**src/rtl/decoder_scan.sv**
```systemverilog
// -----------------------------------------------------------------------------
// decoder_scan
//   Registered N-to-2**N line decoder with run-time output polarity, an output
//   enable and an auto-scan mode that walks a single active output through all
//   2**N lines, holding each one for dwell+1 cycles. Intended to drive strobe /
//   select lines of multiplexed displays and row scanners.
//
// Parameters
//   N   select width, output width is 2**N (1..6)
//   DW  dwell counter width
//
// Ports
//   clock       in   rising-edge clock
//   reset       in   synchronous, active-high reset
//   a           in   [N]    select value captured on load
//   load        in   capture a into the select register (beats scan)
//   scan        in   auto-scan mode request
//   dwell       in   [DW]   extra cycles each output stays active while scanning
//   enable      in   0 forces all outputs inactive on the next edge
//   active_low  in   output polarity, 1 = active-low (combinational)
//   y           out  [2**N] decoded outputs
//   sel         out  [N]    current select register value
//   wrap        out  one-cycle pulse when a scan steps from 2**N-1 to 0
//   state       out  debug view of the FSM: 0 = HOLD, 1 = SCAN
//
// Handshake: there is no valid/ready pair; every output is a plain registered
// level (except the polarity XOR on y) and is meaningful on every cycle.
// -----------------------------------------------------------------------------
module decoder_scan #(
    parameter int N  = 2,
    parameter int DW = 4
) (
    input  logic              clock,
    input  logic              reset,
    input  logic [N-1:0]      a,
    input  logic              load,
    input  logic              scan,
    input  logic [DW-1:0]     dwell,
    input  logic              enable,
    input  logic              active_low,
    output logic [2**N-1:0]   y,
    output logic [N-1:0]      sel,
    output logic              wrap,
    output logic              state
);

    localparam int W = 2**N;

    typedef enum logic {
        HOLD = 1'b0,
        SCAN = 1'b1
    } state_t;

    state_t         state_q, state_d;
    logic [N-1:0]   sel_q, sel_d;
    logic [W-1:0]   onehot_q, onehot_d;
    logic [DW-1:0]  cnt, cnt_d;
    logic           wrap_q, wrap_d;

    always_ff @(posedge clock) begin
        if (reset) begin
            state_q  <= HOLD;
            sel_q    <= '0;
            onehot_q <= '0;
            cnt      <= '0;
            wrap_q   <= 1'b0;
        end else begin
            state_q  <= state_d;
            sel_q    <= sel_d;
            onehot_q <= onehot_d;
            cnt      <= cnt_d;
            wrap_q   <= wrap_d;
        end
    end

    always_comb begin
        state_d  = state_q;
        sel_d    = sel_q;
        cnt_d    = cnt;
        wrap_d   = 1'b0;
        onehot_d = '0;

        if (load) begin
            sel_d   = a;
            cnt_d   = '0;
            state_d = HOLD;
        end else if (scan) begin
            if (state_q == HOLD) begin
                // Entering scan restarts the dwell count so the output that is
                // already showing gets a full dwell period before the first step.
                state_d = SCAN;
                cnt_d   = '0;
            end else if (cnt >= dwell) begin
                // >= rather than == so a dwell lowered below the running count
                // advances immediately instead of waiting for cnt to roll over.
                sel_d  = sel_q + N'(1);
                cnt_d  = '0;
                wrap_d = (sel_q == {N{1'b1}});
            end else begin
                cnt_d = cnt + DW'(1);
            end
        end else begin
            state_d = HOLD;
        end

        // The line pattern follows the next select value, so it is in step with
        // sel on the same edge. With enable low the select keeps moving unseen.
        if (enable) begin
            onehot_d[sel_d] = 1'b1;
        end
    end

    assign y     = onehot_q ^ {W{active_low}};
    assign sel   = sel_q;
    assign wrap  = wrap_q;
    assign state = (state_q == SCAN);

endmodule

```
**config.mk**
```make
export PLATFORM = sky130hd
export DESIGN_NAME = decoder_scan
export DESIGN_NICKNAME = d
export VERILOG_FILES = /design/src/rtl/decoder_scan.sv
export SDC_FILE = /design/constraint.sdc
export NUM_CORES = 1
export LEC_CHECK = 0
export CELL_PAD_IN_SITES_DETAIL_PLACEMENT = 1
export CELL_PAD_IN_SITES_GLOBAL_PLACEMENT = 1
export CORE_ASPECT_RATIO = 1.4
export CORE_MARGIN = 1.5
export CORE_UTILIZATION = 35
export CTS_BUF_LIST = sky130_fd_sc_hd__clkbuf_8
export CTS_CLUSTER_DIAMETER = 100
export CTS_CLUSTER_SIZE = 40
export DETAILED_ROUTE_END_ITERATION = 8
export HOLD_SLACK_MARGIN = 0.03
export PLACE_DENSITY_LB_ADDON = 0.05
export SYNTH_ARGS = -nofsm -noshare
export SYNTH_HDL_FRONTEND = slang
export SYNTH_SLANG_ARGS = --single-unit
```
**constraint.sdc**
```tcl
create_clock -name clock -period 2.86 [get_ports clock]
set_clock_uncertainty 0.2 [all_clocks]
set_input_delay 0.286 -clock clock [delete_from_list [all_inputs] [get_ports clock]]
set_output_delay 0.286 -clock clock [all_outputs]
set_load 0.005 [all_outputs]
```
==> results of run 1 <==
## worst max-delay path, stage by stage
cell and delay (ns):
clkdlybuf4s50_1 0.45, inv_1 0.04, ha_1 0.28, o211ai_1 0.21, o21ai_2 0.12, or2_1 0.28, or3b_1 0.40, a211oi_2 0.17
## state kept, by name (all words and copies together) (netlist names)
signal	count
state	1
cnt	4
sel	2
wrap	1
onehot_q	4
## final timing paths
check / startpoint / end / slack, ns / cells past startpoint
hold / removal: cnt[2] / cnt[2] / 0.33 / 2
hold reg to reg: cnt[2] / cnt[2] / 0.33 / 2
setup reg to reg: cnt[0] / cnt[2] / 0.66 / 7
setup / recovery: dwell[1] / cnt[2] / 0.58 / 8
## metrics by stage
step,setup WS [ns],hold WS (ns),power (mW),instances
global route,0.465,0.362,0.460,112
finish,0.581,0.331,0.433,112
detailed placement,0.321,0.319,0.249,108
CTS,0.560,0.334,0.442,112
floorplan,0.841,0.233,0.209,70
global placement,0.365,0.310,0.248,108
## cells by family after synthesis
family	after synthesis	share of synthesized area (%)
simple gates	26	23.3
flops	12	35.5
compound gates	10	14.6
buf+inv	9	4.99
fa+ha+maj	6	11.1
xor+xnor	4	5.18
mux	3	5.36
## power by group
group / internal, mW / total [mW] / leakage (nW) / switching [mW]
sequential: 0.172 / 0.175 / 0.0976 / 0.00340
combinational: 0.0410 / 0.0687 / 0.253 / 0.0278
clock: 0.122 / 0.189 / 0.0288 / 0.0674
## Yosys cell counts
cell type | count | area (um2)
mux2_2 | 1 | 11.3
nand2_1 | 3 | 11.3
or3b_1 | 1 | 8.76
a211oi_2 | 1 | 12.5
dfxtp_1 | 12 | 240
ha_1 | 6 | 75.1
or3_1 | 1 | 6.26
a311oi_2 | 1 | 15.0
a21oi_1 | 1 | 5.00
o31ai_1 | 1 | 7.51
nand2b_1 | 2 | 12.5
nor2_1 | 3 | 11.3
o21ai_0 | 2 | 10.0
and4b_1 | 1 | 10.0
or2_1 | 1 | 6.26
nor2b_1 | 2 | 12.5
nor4b_1 | 1 | 8.76
a31oi_1 | 1 | 6.26
xor2_1 | 4 | 35.0
nor3b_1 | 3 | 22.5
mux2_4 | 1 | 15.0
a221oi_4 | 1 | 26.3
inv_1 | 7 | 26.3
mux2i_1 | 1 | 10.0
nand3_1 | 3 | 15.0
nor3_1 | 4 | 20.0
clkbuf_1 | 2 | 7.51
o211ai_1 | 1 | 7.51
o21ai_2 | 1 | 8.76
nor3b_2 | 1 | 12.5
## final cells by class
class                      count  area (um2)
fill                         214         855
multi-input combinational     49         403
sequential                    12         240
timing repair buffer          20         198
clock buffer                   4        55.1
inverter                       7        26.3
tap                           20        25.0
## layer usage
layer,GRT usage [%],vias to the layer above,part of all wire [%]
li1,-,289,-
met1,15.5,284,34
met2,36.8,12,61
met3,6.00,2,3.7
met4,10.3,0,0.63
met5,0,-,0
==> qor.log, run 1 <==
INFO  status         status=complete, no violations
INFO  drt            detailroute.via_count=587
INFO  cells_and_area diodes=0
INFO  worst_setup_path crit_required=2.83ns
INFO  clocking       cts_hold_buf=0
INFO  clocking       cts-root-buf=clkbuf_8
INFO  global_route   grt_first_pass_wirelength=2620um
INFO  placed_design  placedInstanceArea=892um2
INFO  floorplan      die_x=40.2um
INFO  worst_setup_path criticalPathCategory=in -> reg
INFO  placed_design  gpl.final_weighted_congestion=0.667
INFO  cells_and_area layout_cell_share_with_drive_strength_beyond_1=13.0%
INFO  global_route   number_of_antenna_violations_at_the_first_check_in_global_routing=0
INFO  sta            timing.setup.tns=0ns
INFO  sta            rsz_0062_raised_after_global_routing=false
INFO  worst_setup_path worstSetupEndpointType=flip-flop
INFO  floorplan      floorplan.initialDensity=37.6%
INFO  sta            timing_max_transition_violations_final=0
INFO  clocking       clk_latency=0.25ns
INFO  sta            period_minus_slack=2.28ns
INFO  clocking       cts_resized=0
INFO  sta            fmax=439MHz
INFO  yosys          synth-warning-count=0
INFO  sta            setup_viol_count_final=0
INFO  yosys          syn-mean-instance-area=9.67um2
INFO  yosys          ys_seq_elements=12
INFO  clocking       cts_tree=yes
INFO  cells_and_area final_common_cell=clkdlybuf4s50_1
INFO  global_route   first_global_vias=611
INFO  global_route   grtUsageTotal=18.9%
INFO  cells_and_area fin_nets=111
INFO  worst_setup_path arrival=2.25ns
INFO  placed_design  dp_hpwl=1250um
INFO  clocking       htree_levels=1
INFO  yosys          syn_nets=88
INFO  clocking       count_of_buffers_added_by_post_cts_timing_repair_for_setup=0
INFO  drt            drt_drc_violations_left=0
INFO  sta            worst-slew-pin-transition=0.383ns
INFO  clocking       clkTransAtPathRegs=0.05ns
INFO  yosys          distinct_cells_synth=30
INFO  sta            final.period_utilization=79.7%
INFO  drt            number_of_drc_violations_after_detailed_routing_iteration_0=0
INFO  floorplan      dieHeight=55.0um
INFO  floorplan      std_cell_rows=18
INFO  floorplan      coreArea=1800um2
INFO  drt            wl_per_cell=14.1um
INFO  cells_and_area final_cell_area=947um2
INFO  yosys          syn-cell-area=677um2
INFO  drt            antenna_left=0
INFO  clocking       cts_num_sinks=12
INFO  worst_setup_path cp-start-kind=input pin
INFO  pwr            p_leak=0.379nW
INFO  flow_run       maxCapViolations=0
INFO  yosys          yosysSeqAreaShare=35.5%
INFO  sta            finalHoldViolations=0
INFO  global_route   grt_start_max_net_pins=11
INFO  sta            timing.slew.headroom=73.8%
INFO  drt            post_drt_via_cell_ratio=5.24
INFO  clocking       clockBufferDepth=2
INFO  worst_setup_path critical_path_maximum_fanout=5
INFO  floorplan      die-area=2210um2
INFO  clocking       cts_inserted_buffers=3
INFO  drt            drt-total-wl=1580um
INFO  cells_and_area most_used_cells_in_the_layout_excluding_fill_and_tap_cells=clkdlybuf4s50_1 (19), dfxtp_1 (12), inv_1 (7), ha_1 (6)
INFO  drt            drtPass1Iterations=1
INFO  global_route   grt.overflow.total=0
INFO  floorplan      i_o_pins=20
INFO  min_path       hp-class=reg -> reg
INFO  cells_and_area layout.core_utilization=52.6%
INFO  cells_and_area areaGrowthSynthToFinish=39.9%
INFO  yosys          post_synthesis_cell_count=70
INFO  pwr            ir_drop=0.374mV
INFO  placed_design  io_buffer_count=19
INFO  pwr            power_per_cell_area=458nW/um2
(Power assumes the default switching activity.)
==> run 2: changes to the inputs <==
Clock period 2.86 ns to 2.1 ns, I/O delays scaled along.
==> run 2 against run 1 <==
First-iteration DRC count grew 11. Die area did not move. Critical endpoint unchanged. Non-clock buffer count up 14. Critical path depth decreased by 1.
==> qor.log, run 2 (synthesis results as in run 1) <==
INFO  sta            fmax=484MHz
INFO  clocking       htree_levels=1
INFO  global_route   grt_first_pass_wirelength=2820um
INFO  worst_setup_path regToRegEndpoint=cnt[2]
INFO  drt            post_drt_via_cell_ratio=5.18
INFO  worst_setup_path crit_required=2.07ns
INFO  clocking       cts_inserted_buffers=3
INFO  drt            met1_length=645um
INFO  worst_setup_path worst_path_max_delay_cell=or3b_1
INFO  cells_and_area most_used_cells_in_the_layout_excluding_fill_and_tap_cells=clkdlybuf4s50_1 (15), buf_4 (15), dfxtp_1 (11)
INFO  worst_setup_path critical_path_maximum_fanout=4
INFO  clocking       cts_num_sinks=12
INFO  worst_setup_path cp-start-kind=flip-flop
INFO  worst_setup_path criticalPathCategory=reg -> reg
INFO  global_route   first_global_vias=651
INFO  placed_design  io_buffer_count=19
INFO  pwr            ir_drop=0.366mV
INFO  floorplan      die-area=2210um2
INFO  sta            finalHoldViolations=0
INFO  drt            detailroute.wirelength.met2=1110um
INFO  global_route   grt.overflow.total=0
INFO  clocking       cts_hold_buf=0
INFO  worst_setup_path max_stage_delay=0.37ns
INFO  cells_and_area fin_nets=125
INFO  sta            fin_hold_ws=0.336ns
INFO  sta            setup_viol_count_final=0
INFO  sta            timing_max_transition_violations_final=0
INFO  pwr            post-layout-total-power=0.608mW
INFO  pwr            p_leak=0.461nW
INFO  drt            wl_per_cell=14.7um
INFO  floorplan      die_x=40.2um
INFO  worst_setup_path critical-path-top-delay-family=simple AND/OR/NAND/NOR gates
INFO  clocking       clkTransAtPathRegs=0.05ns
INFO  floorplan      i_o_pins=20
INFO  floorplan      coreArea=1800um2
INFO  sta            rsz_0062_raised_after_global_routing=true
INFO  clocking       cts_tree=yes
INFO  worst_setup_path worst_setup_path_endpoint=cnt[2]
INFO  worst_setup_path path_cells=inv_2, ha_4, nor3b_2, o21ai_2, or2_1, or3b_1, a211oi_2
INFO  floorplan      dieHeight=55.0um
INFO  clocking       cts-root-buf=clkbuf_8
INFO  sta            final.period_utilization=98.4%
INFO  drt            routed-wl-met3=56um
INFO  drt            detailroute.via_count=653
INFO  cells_and_area post_layout_nonfiller_instances=126
INFO  sta            worst-slew-pin-transition=0.423ns
INFO  cells_and_area fill_cells=209
INFO  worst_setup_path crit_buf_inv=1
INFO  drt            dr.max_layer_used=met4
INFO  worst_setup_path critPathLaunch=cnt[0]
INFO  pwr            power_per_cell_area=551nW/um2
INFO  sta            timing.slew.headroom=71.7%
INFO  drt            drtPass1Iterations=3
INFO  worst_setup_path worstSetupEndpointType=flip-flop
INFO  cells_and_area layout_cell_share_with_drive_strength_beyond_1=34.0%
INFO  global_route   number_of_antenna_violations_at_the_first_check_in_global_routing=0
INFO  drt            drt-total-wl=1850um
INFO  placed_design  placedInstanceArea=967um2
INFO  global_route   grt_start_max_net_pins=11
INFO  floorplan      std_cell_rows=18
INFO  placed_design  dp.cells=118
INFO  global_route   grtUsageTotal=20.4%
INFO  cells_and_area areaGrowthSynthToFinish=63.0%
INFO  clocking       clk_latency=0.25ns
INFO  clocking       clockBufferDepth=2
INFO  cells_and_area layout.core_utilization=61.3%
INFO  drt            antenna_left=0
INFO  min_path       hp-class=reg -> reg
INFO  sta            period_minus_slack=2.07ns
INFO  drt            drt_drc_violations_left=0
INFO  worst_setup_path reg_to_reg_setup_timing_slack=0.03ns
INFO  floorplan      floorplan.initialDensity=37.6%
INFO  placed_design  dp_hpwl=1400um
INFO  drt            number_of_drc_violations_after_detailed_routing_iteration_0=11
INFO  worst_setup_path reg2reg_from=cnt[0]
INFO  worst_setup_path ff2ff_path_depth=7
INFO  placed_design  gpl.final_weighted_congestion=0.758
INFO  worst_setup_path path_depth=7
INFO  status         status=complete, no violations
INFO  flow_run       maxCapViolations=0
INFO  cells_and_area diodes=0
INFO  cells_and_area final_cell_area=1100um2
INFO  worst_setup_path arrival=2.04ns
-- run 2: report_power, final --
part	internal [mW]	total [mW]	switching, mW
clock network	0.166	0.259	0.0928
registers	0.234	0.239	0.00446
logic	0.0654	0.110	0.0446
-- run 2: layout make-up --
type / instances / area [um2] / area share [%]
multi-input cells: 49 / 454 / 41.2
well taps: 20 / 25.0 / 2.27
inverters: 7 / 26.3 / 2.38
flip-flops and latches: 12 / 241 / 21.9
clock buffers: 4 / 55.1 / 4.99
repair buffers: 34 / 302 / 27.3
-- run 2: per-stage QoR --
step / setup WS (ns) / TNS (ns)
after floorplan: 0.0806 / 0
after global placement: -0.333 / -2.26
after detailed placement: -0.375 / -2.67
after CTS: -0.0285 / -0.0285
after global routing: -0.0333 / -0.0717
final: 0.0328 / 0
-- run 2: how the worst min path moves through the flow --
stage                      start     end  cells after the start
after floorplan             a[0]  sel[0]                      2
after global placement    cnt[2]  cnt[2]                      2
after detailed placement  cnt[2]  cnt[2]                      2
after CTS                 cnt[2]  cnt[2]                      2
after global routing      cnt[2]  cnt[2]                      2
final                     cnt[2]  cnt[2]                      2
-- run 2: tightest hold or removal path, cell delays in order, from the launching register on --
cell,delay (ns)
dfxtp_1,0.34
nand2_1,0.09
a211oi_2,0.06
-- run 2: what timing repair did --
action	4_1_cts	5_1_grt
setup endpoints to repair	6	4
buffers inserted	2	2
pin swaps	10	9
gates resized for setup	9	5
gates cloned	0	0
-- run 2: routing by layer --
layer	vias up	global-route usage [%]
met1	316	19.5
met3	4	4.80
met5	-	0
met2	12	36.6
met4	0	13.8
li1	321	-
==> run 3: changes to the inputs <==
Settings changed: PLACE_DENSITY_LB_ADDON 0.05 to 0.15.
==> run 3 against run 2 <==
Worst hold slack improved by 0.078 ns. Global-route usage decreased by 1.6 points. Critical path depth stayed put. Combinational power hardly changed. Setup slack improved by 0.0029 ns. Die area unchanged. Utilization decreased by 0.42 points. Total power about the same. Clock-buffer cell count is the same. Critical endpoint is now sel[0]. Largest power group unchanged. Highest routed layer unchanged.
==> qor.log, run 3 (synthesis results as in run 1) <==
INFO  status         status=complete, no violations
INFO  global_route   first_global_vias=648
INFO  pwr            internal_power=0.464mW
INFO  flow_run       maxCapViolations=0
INFO  pwr            power_frac_clock=42.3%
INFO  worst_setup_path cp-start-kind=flip-flop
INFO  cells_and_area areaGrowthSynthToFinish=61.9%
INFO  pwr            ir_drop=0.487mV
INFO  clocking       cts-root-buf=clkbuf_8
INFO  drt            detailroute.via_count=634
INFO  pwr            seqPwrFrac=39.3%
INFO  cells_and_area multi_input_gate_area=484um2
INFO  placed_design  io_buffer_count=19
INFO  sta            timing.slew.headroom=69.4%
INFO  placed_design  dp_hpwl=1440um
INFO  global_route   grt_first_pass_wirelength=2730um
INFO  placed_design  gpl.final_weighted_congestion=0.785
INFO  global_route   grtUsageTotal=18.7%
INFO  drt            drtPass1Iterations=3
INFO  floorplan      die-area=2210um2
INFO  floorplan      die_x=40.2um
INFO  min_path       hp-start=enable
INFO  cells_and_area fill_cells=209
INFO  worst_setup_path path_cells=ha_4, o211ai_1, o21ai_2, mux2_4, a221oi_4, buf_4, nor2_2
INFO  worst_setup_path critical_path_maximum_fanout=5
INFO  drt            drt_drc_violations_left=0
INFO  worst_setup_path criticalPathCategory=reg -> reg
INFO  drt            number_of_drc_violations_after_detailed_routing_iteration_0=4
INFO  sta            fmax=484MHz
INFO  sta            rsz_0062_raised_after_global_routing=true
INFO  worst_setup_path ff2ff_path_depth=7
INFO  floorplan      coreArea=1800um2
INFO  clocking       clk_latency=0.24ns
INFO  cells_and_area final_common_cell=clkdlybuf4s50_1
INFO  pwr            switching_fraction_of_total_power=23.7%
INFO  cells_and_area area.sequential=245um2
INFO  min_path       hp-class=in -> reg
INFO  pwr            power_per_cell_area=555nW/um2
INFO  sta            finalHoldViolations=0
INFO  worst_setup_path max_stage_delay=0.34ns
INFO  placed_design  placedInstanceArea=937um2
INFO  floorplan      floorplan.initialDensity=37.6%
INFO  sta            setup_viol_count_final=0
INFO  worst_setup_path regToRegEndpoint=sel[0]
INFO  clocking       cts_num_sinks=12
INFO  cells_and_area layout_cell_share_with_drive_strength_beyond_1=34.7%
INFO  cells_and_area layout.core_utilization=60.8%
INFO  drt            antenna_left=0
INFO  clocking       clockBufferDepth=2
INFO  pwr            p_switching=0.144mW
INFO  worst_setup_path worst_setup_path_endpoint=sel[0]
INFO  worst_setup_path reg_to_reg_setup_timing_slack=0.04ns
INFO  floorplan      dieHeight=55.0um
INFO  clocking       cts_tree=yes
INFO  worst_setup_path critPathLaunch=cnt[3]
INFO  worst_setup_path crit_required=2.02ns
INFO  sta            final.period_utilization=98.3%
INFO  clocking       clkTransAtPathRegs=0.06ns
INFO  sta            period_minus_slack=2.06ns
INFO  sta            worst-slew-pin-transition=0.458ns
INFO  floorplan      i_o_pins=20
INFO  global_route   number_of_antenna_violations_at_the_first_check_in_global_routing=0
INFO  cells_and_area diodes=0
INFO  worst_setup_path worstSetupEndpointType=flip-flop
INFO  cells_and_area final_cell_area=1100um2
INFO  clocking       htree_levels=1
INFO  worst_setup_path arrival=1.98ns
INFO  pwr            p_leak=0.428nW
INFO  sta            fin_hold_ws=0.414ns
INFO  worst_setup_path reg2reg_from=cnt[3]
INFO  sta            timing_max_transition_violations_final=0
INFO  drt            post_drt_via_cell_ratio=5.24
INFO  sta            post-route-worst-setup-slack=0.0357ns
INFO  cells_and_area fin_nets=120
INFO  drt            drt-total-wl=1930um
INFO  drt            wl_per_cell=15.9um
INFO  floorplan      std_cell_rows=18
INFO  global_route   grt_start_max_net_pins=11
INFO  pwr            power.share.combinational=18.4%
INFO  placed_design  placement.setup.worst_slack=-0.448ns
INFO  worst_setup_path worst_path_max_delay_cell=mux2_4
INFO  clocking       cts_inserted_buffers=3
INFO  global_route   grt.overflow.total=0
INFO  cells_and_area most_used_cells_in_the_layout_excluding_fill_and_tap_cells=clkdlybuf4s50_1 (15), buf_4 (10), dfxtp_1 (8), inv_1 (5)
-- run 3: worst min-delay path by stage --
stage / end / depth (start not counted)
detailed placement: cnt[2] / 2
finish: onehot_q[0] / 2
global route: onehot_q[0] / 2
global placement: cnt[2] / 2
CTS: onehot_q[0] / 2
floorplan: sel[0] / 2
-- run 3: area by class of cell --
class	instances	share of cell area (%)
repair buffers	29	23.7
clock buffers	4	5.02
multi-input cells	49	44.2
inverters	7	2.40
well taps	20	2.28
flip-flops and latches	12	22.4
-- run 3: metrics by stage --
step | std cells | total power [mW] | TNS, ns
6_report | 121 | 0.608 | 0
5_1_grt | 121 | 0.630 | -0.238
4_1_cts | 120 | 0.609 | -0.0236
3_5_place_dp | 114 | 0.345 | -3.34
3_3_place_gp | 114 | 0.340 | -2.42
2_1_floorplan | 70 | 0.285 | 0
-- run 3: routing by layer --
metal  GRT usage [%]  part of all wire [%]  up-vias
met1            16.0                    33      314
met4            5.17                  0.62        0
met5               0                     0        -
li1                -                     -      308
met2            39.8                    63       10
met3            3.60                   2.5        2
-- run 3: power groups by stage --
stage	sequential, mW	combinational (mW)	clock, mW
6_report	0.239	0.112	0.257
5_1_grt	0.239	0.122	0.269
4_1_cts	0.239	0.107	0.264
3_5_place_dp	0.244	0.102	0
3_3_place_gp	0.243	0.0968	0
2_1_floorplan	0.243	0.0420	0
-- run 3: critical path, delay by kind of cell, from the launching register on --
kind / cells / cell delay (ns)
AOI/OAI and AO/OA: 3 / 0.60
adders and majority gates: 1 / 0.26
buffers and inverters: 1 / 0.18
DFF: 1 / 0.33
muxes: 1 / 0.34
and+or+nand+nor: 1 / 0.03
-- run 3: timing repair --
item / 4_1_cts / 5_1_grt
endpoints found under the setup margin: 8 / 6
setup buffers: 2 / 1
pin swaps: 9 / 5
gates cloned: 0 / 0
resized for setup: 17 / 4
hold endpoints to repair: 0 / 0
hold buffers: 0 / 0
==> variant 1, RTL diff (config.mk and constraints of run 1) <==
`DW`: 4 -> 6.
--- a/src/rtl/decoder_scan.sv
+++ b/src/rtl/decoder_scan.sv
@@ -28,7 +28,7 @@
 // -----------------------------------------------------------------------------
 module decoder_scan #(
     parameter int N  = 2,
-    parameter int DW = 4
+    parameter int DW = 6
 ) (
     input  logic              clock,
     input  logic              reset,
Ports: changed (resized dwell); port bits go from 20 to 22. No check against the original RTL was run, so the function may have changed too.
==> variant 1 against run 1 <==
- worst setup slack worse by 0.015 ns
- highest routed layer unchanged
- critical path depth stayed put
- maximum frequency is 0.67% lower
- register-to-register slack better by 0.05 ns
- wire length is 21% higher
- largest cell class unchanged
- design area is 21% higher
- area after synthesis is 26% higher
- non-clock buffer count is 1 higher
- sequential cell count is 2 higher
- global-route usage is 2.5 points lower
- power is 8.1% higher
==> variant 1: results (changes against run 1) <==
.. list-table::
   :header-rows: 1

   * - Metric
     - Value
   * - Max FFs per register
     - 6
   * - Average detailed-routed wire length per instance
     - 13.7 um (-2.2%)
   * - Vias per inst
     - 5.27 (+0.48%)
   * - Cell count after placement
     - 135 (+25%)
   * - Share of layout cells above drive strength 1
     - 14.7% (+1.6 points)
   * - Hold/Removal Path Class
     - reg2reg
   * - Clock transition at the register clock pins on the worst setup and hold paths after CTS
     - 0.06 ns
   * - Proportion of synthesized chip area in sequential cells
     - 32.7% (-2.7 points)
   * - Max stage delay on crit path
     - 0.46 ns
   * - Worst-case hold path end point
     - cnt[3]
   * - Peak supply drop
     - 0.226 mV (-40%)
   * - Syn Nets
     - 113 (+28%)
   * - Setup slack, reg-to-reg
     - 0.71 ns (+0.05 ns)
   * - Depth of the most critical reg-to-reg path
     - 7 (unchanged)
   * - Leakage
     - 0.493 nW (+30%)
   * - Vias post-DR
     - 732 (+25%)
   * - Iteration-0 DRC Markers
     - 16 (+16)
   * - Number of stages on the worst hold path
     - 1 (-1)
   * - Depth of the CTS H-tree
     - 1 (unchanged)
   * - Post-CTS Resized
     - 0 (unchanged)
   * - Wire length of the first global-routing pass
     - 3290 um (+26%)
   * - Cell variety after synth
     - 35 (+17%)
   * - Final nets
     - 139 (+25%)
   * - HP Start
     - cnt[3]
   * - CP startpoint
     - dwell[5]
   * - Gpl congestion
     - 0.701 (+5.2%)
   * - Library cell contributing the largest single delay on the critical path
     - a2111oi_2
   * - Number of detailed-routing iterations run before antenna repair
     - 3 (+2)
   * - WP data arrival
     - about 2.2 ns
   * - CTS Buffer Depth
     - 2 (unchanged)
   * - Worst slew margin relative to its limit
     - 68.4% (-5.4 points)
   * - Status
     - completed
   * - Biggest area contributors in the synthesized netlist
     - dfxtp_1 33%, ha_1 12%, nor2_1 4.4%
   * - Overall global routing resource usage
     - 16.4% (-2.5 points)
   * - Maximum number of pins on one net before global-route repair
     - 9 (-2)
   * - Via count of the first global-routing pass
     - 803 (+31%)
   * - Share of flip-flops with an asynchronous set or reset
     - 0% (unchanged)
   * - Maximum fanout along the worst path
     - 4 (-1)
   * - Destination of the worst register-to-register timing path
     - onehot_q[1]
   * - RR Startpoint
     - cnt[0]
   * - Mapped Avg Cell Area
     - 9.40 um^2 (-2.7%)
   * - Post-synth top cells
     - 14 x dfxtp_1, 10 x nor2_1, 8 x ha_1, 8 x inv_1, 6 x nand2_1
   * - Latest clock arrival within the worst-skew pair
     - approximately 0.24 ns
   * - Estimated wirelength of the detail-placed design
     - 1650 um (+33%)
   * - Final TNS setup
     - 0 ns (unchanged)
   * - Number of buffers added on ports
     - 21 (+2)
   * - Area after detailed placement
     - 1090 um^2 (+23%)
   * - Cell family contributing the most delay on the critical path
     - compound AO/OA/AOI/OAI gates
## variant 1: worst max-delay path by stage
stage                  end  cells after the start
5_1_grt             cnt[2]                      8
4_1_cts        onehot_q[1]                      8
3_3_place_gp   onehot_q[1]                      8
6_report       onehot_q[1]                      8
2_1_floorplan  onehot_q[2]                      7
3_5_place_dp   onehot_q[1]                      8
## variant 1: kinds of logic after synthesis
family | share of synthesized area (%)
buf+inv | 3.51
compound gates | 22.8
mux | 1.17
flops | 32.7
simple gates | 23.0
fa+ha+maj | 11.7
xor+xnor | 5.12
## variant 1: per-layer routing
metal | share of wire, % | routed length [um] | GRT usage [%]
met1 | 35 | 663 | 16.5
met2 | 61 | 1170 | 32.3
met3 | 2.7 | 52 | 2.93
met4 | 1.1 | 21 | 6.72
met5 | 0 | 0 | 0
## variant 1: through the flow
stage / total power, W / hold WS (ns) / setup WS [ns]
after floorplan: 0.000242 / 0.158 / 0.869
after global placement: 0.000283 / 0.306 / 0.368
after detailed placement: 0.000285 / 0.321 / 0.278
after CTS: 0.000476 / 0.337 / 0.537
after global routing: 0.000494 / 0.355 / 0.417
final: 0.000469 / 0.318 / 0.566
## variant 1: worst register-to-register path, stage by stage, from the launching register on
cell,delay (ns)
dfxtp_1,0.34
inv_1,0.08
ha_1,0.27
nand2b_4,0.14
a21o_4,0.24
a2111oi_2,0.41
a211oi_2,0.13
nor3_1,0.25
## variant 1: where the power goes
group	switching [W]	internal (W)	total, W
sequential	0.00000329	0.000200	0.000203
combinational	0.0000323	0.0000442	0.0000765
clock	0.0000677	0.000122	0.000189
total	0.000103	0.000365	0.000469
## variant 1: layout make-up
type / instances / area, um^2
fillers: 288 / 1210
repair buffers: 21 / 210
clock buffers: 4 / 55.1
multi-input cells: 69 / 546
flip-flops and latches: 14 / 280
well taps: 23 / 28.8
inverters: 8 / 30.0
==> variant 2, RTL diff (flow settings as in run 1) <==
Made on the original files. Register the inputs `a`, `load`, `scan`, `dwell`, `enable` and `active_low` before use. The logic sees them one clock later. Comments in the files are not updated.
--- a/src/rtl/decoder_scan.sv
+++ b/src/rtl/decoder_scan.sv
@@ -51,6 +51,22 @@
         SCAN = 1'b1
     } state_t;
 
+    logic [N-1:0] a_q;
+    logic load_q;
+    logic scan_q;
+    logic [DW-1:0] dwell_q;
+    logic enable_q;
+    logic active_low_q;
+
+    always_ff @(posedge clock) begin
+        a_q          <= a;
+        load_q       <= load;
+        scan_q       <= scan;
+        dwell_q      <= dwell;
+        enable_q     <= enable;
+        active_low_q <= active_low;
+    end
+
     state_t         state_q, state_d;
     logic [N-1:0]   sel_q, sel_d;
     logic [W-1:0]   onehot_q, onehot_d;
@@ -80,17 +96,17 @@
         wrap_d   = 1'b0;
         onehot_d = '0;
 
-        if (load) begin
-            sel_d   = a;
+        if (load_q) begin
+            sel_d   = a_q;
             cnt_d   = '0;
             state_d = HOLD;
-        end else if (scan) begin
+        end else if (scan_q) begin
             if (state_q == HOLD) begin
                 // Entering scan restarts the dwell count so the output that is
                 // already showing gets a full dwell period before the first step.
                 state_d = SCAN;
                 cnt_d   = '0;
-            end else if (cnt >= dwell) begin
+            end else if (cnt >= dwell_q) begin
                 // >= rather than == so a dwell lowered below the running count
                 // advances immediately instead of waiting for cnt to roll over.
                 sel_d  = sel_q + N'(1);
@@ -105,12 +121,12 @@
 
         // The line pattern follows the next select value, so it is in step with
         // sel on the same edge. With enable low the select keeps moving unseen.
-        if (enable) begin
+        if (enable_q) begin
             onehot_d[sel_d] = 1'b1;
         end
     end
 
-    assign y     = onehot_q ^ {W{active_low}};
+    assign y     = onehot_q ^ {W{active_low_q}};
     assign sel   = sel_q;
     assign wrap  = wrap_q;
     assign state = (state_q == SCAN);
Behaviour: not the same (a bounded check fails within 4 cycles, from zero or initial values and one cycle with reset high).
==> variant 2 against run 1 <==
- maximum frequency increased by 3.8%
- power increased by 33%
- worst setup slack improved by 0.083 ns
- sequential cell count increased by 10
- wire length increased by 2.4%
- final cell count increased by 9.8%
- non-clock buffer count decreased by 1
- global-route usage decreased by 5.1 points
- synthesized cell count increased by 14%
- highest routed layer unchanged
- area after synthesis increased by 26%
- design area increased by 17%
- sequential power increased by 89%
==> variant 2: results (changes against run 1) <==
.. list-table::
   :header-rows: 1

   * - Metric
     - Value
   * - Non-clock buffer instance count of the final layout
     - 19 (-5.0%)
   * - Arithmetic-cell share of the synthesized area counting full adders, half adders and majority gates
     - 8.78% (-2.3 points)
   * - Sum of internal, switching and leakage power
     - 0.000575 W (+33%)
   * - Fraction of area in non-clock buffers
     - 17.2% (-3.7 points)
   * - Met1 wire length
     - 620 um (+15%)
   * - Estimated wirelength of the detail-placed design
     - 1290 um (+3.5%)
   * - Gpl congestion
     - 0.724 (+8.5%)
   * - Number of detailed-routing iterations run before antenna repair
     - 2 (+1)
   * - Cell variety after synth
     - 25 (-17%)
   * - Register bit total from synthesis
     - 22 (+10)
   * - Hold/Removal Path Class
     - in2reg
   * - Post-synthesis compound-gate area fraction
     - 11.0% (-3.6 points)
   * - Vias post-DR
     - 652 (+11%)
   * - Proportion of power drawn by the clock network
     - 32.0% (-12 points)
   * - WL met2
     - 891 um (-7.9%)
   * - Final nets
     - 120 (+8.1%)
   * - Iteration-0 DRC Markers
     - 5 (+5)
   * - CP startpoint
     - cnt[0]
   * - Register share of the cell area
     - 39.8% (+14 points)
   * - Layout filler cell count
     - 283 (+32%)
   * - Clock-cell share of area
     - 3.73% (-2.1 points)
   * - Overall global routing resource usage
     - 13.8% (-5.1 points)
   * - Status
     - completed
   * - Wire length of the first global-routing pass
     - 2730 um (+4.2%)
   * - Mapped Avg Cell Area
     - 10.7 um^2 (+10%)
   * - Post-synthesis share of cell area spent on xor and xnor gates
     - 5.12% (-0.051 points)
   * - WL final
     - 1610 um (+2.4%)
   * - Leakage
     - 0.455 nW (+20%)
   * - Clock transition at the register clock pins on the worst setup and hold paths after CTS
     - 0.07 ns (+0.02 ns)
   * - Peak supply drop
     - 0.328 mV (-12%)
   * - P_int
     - 0.000452 W (+35%)
[variant 2: cell families (layout without fill, tap and decap cells)]
logic type	count (synthesis)	count (layout)
compound gates	12	12
mux	2	2
flops	22	22
simple gates	24	24
xor+xnor	5	5
buf+inv	9	29
fa+ha+maj	6	6
[variant 2: metrics by stage]
step                setup WS, ns  hold WS (ns)  instances  util (%)
floorplan                  0.850         0.114         80         -
global placement           0.745         0.322        120      45.1
detailed placement         0.692         0.323        120      45.1
CTS                        0.648         0.260        123      46.8
global route               0.523         0.256        123      46.8
finish                     0.664         0.264        123      46.8
[variant 2: worst min-delay path by stage]
stage / end / slack (ns) / cells past startpoint
detailed placement: onehot_q[0] / 0.32 / 1
floorplan: a_q[0] / 0.11 / 0
CTS: scan_q / 0.26 / 1
global placement: onehot_q[0] / 0.32 / 1
finish: scan_q / 0.26 / 1
global route: enable_q / 0.26 / 1
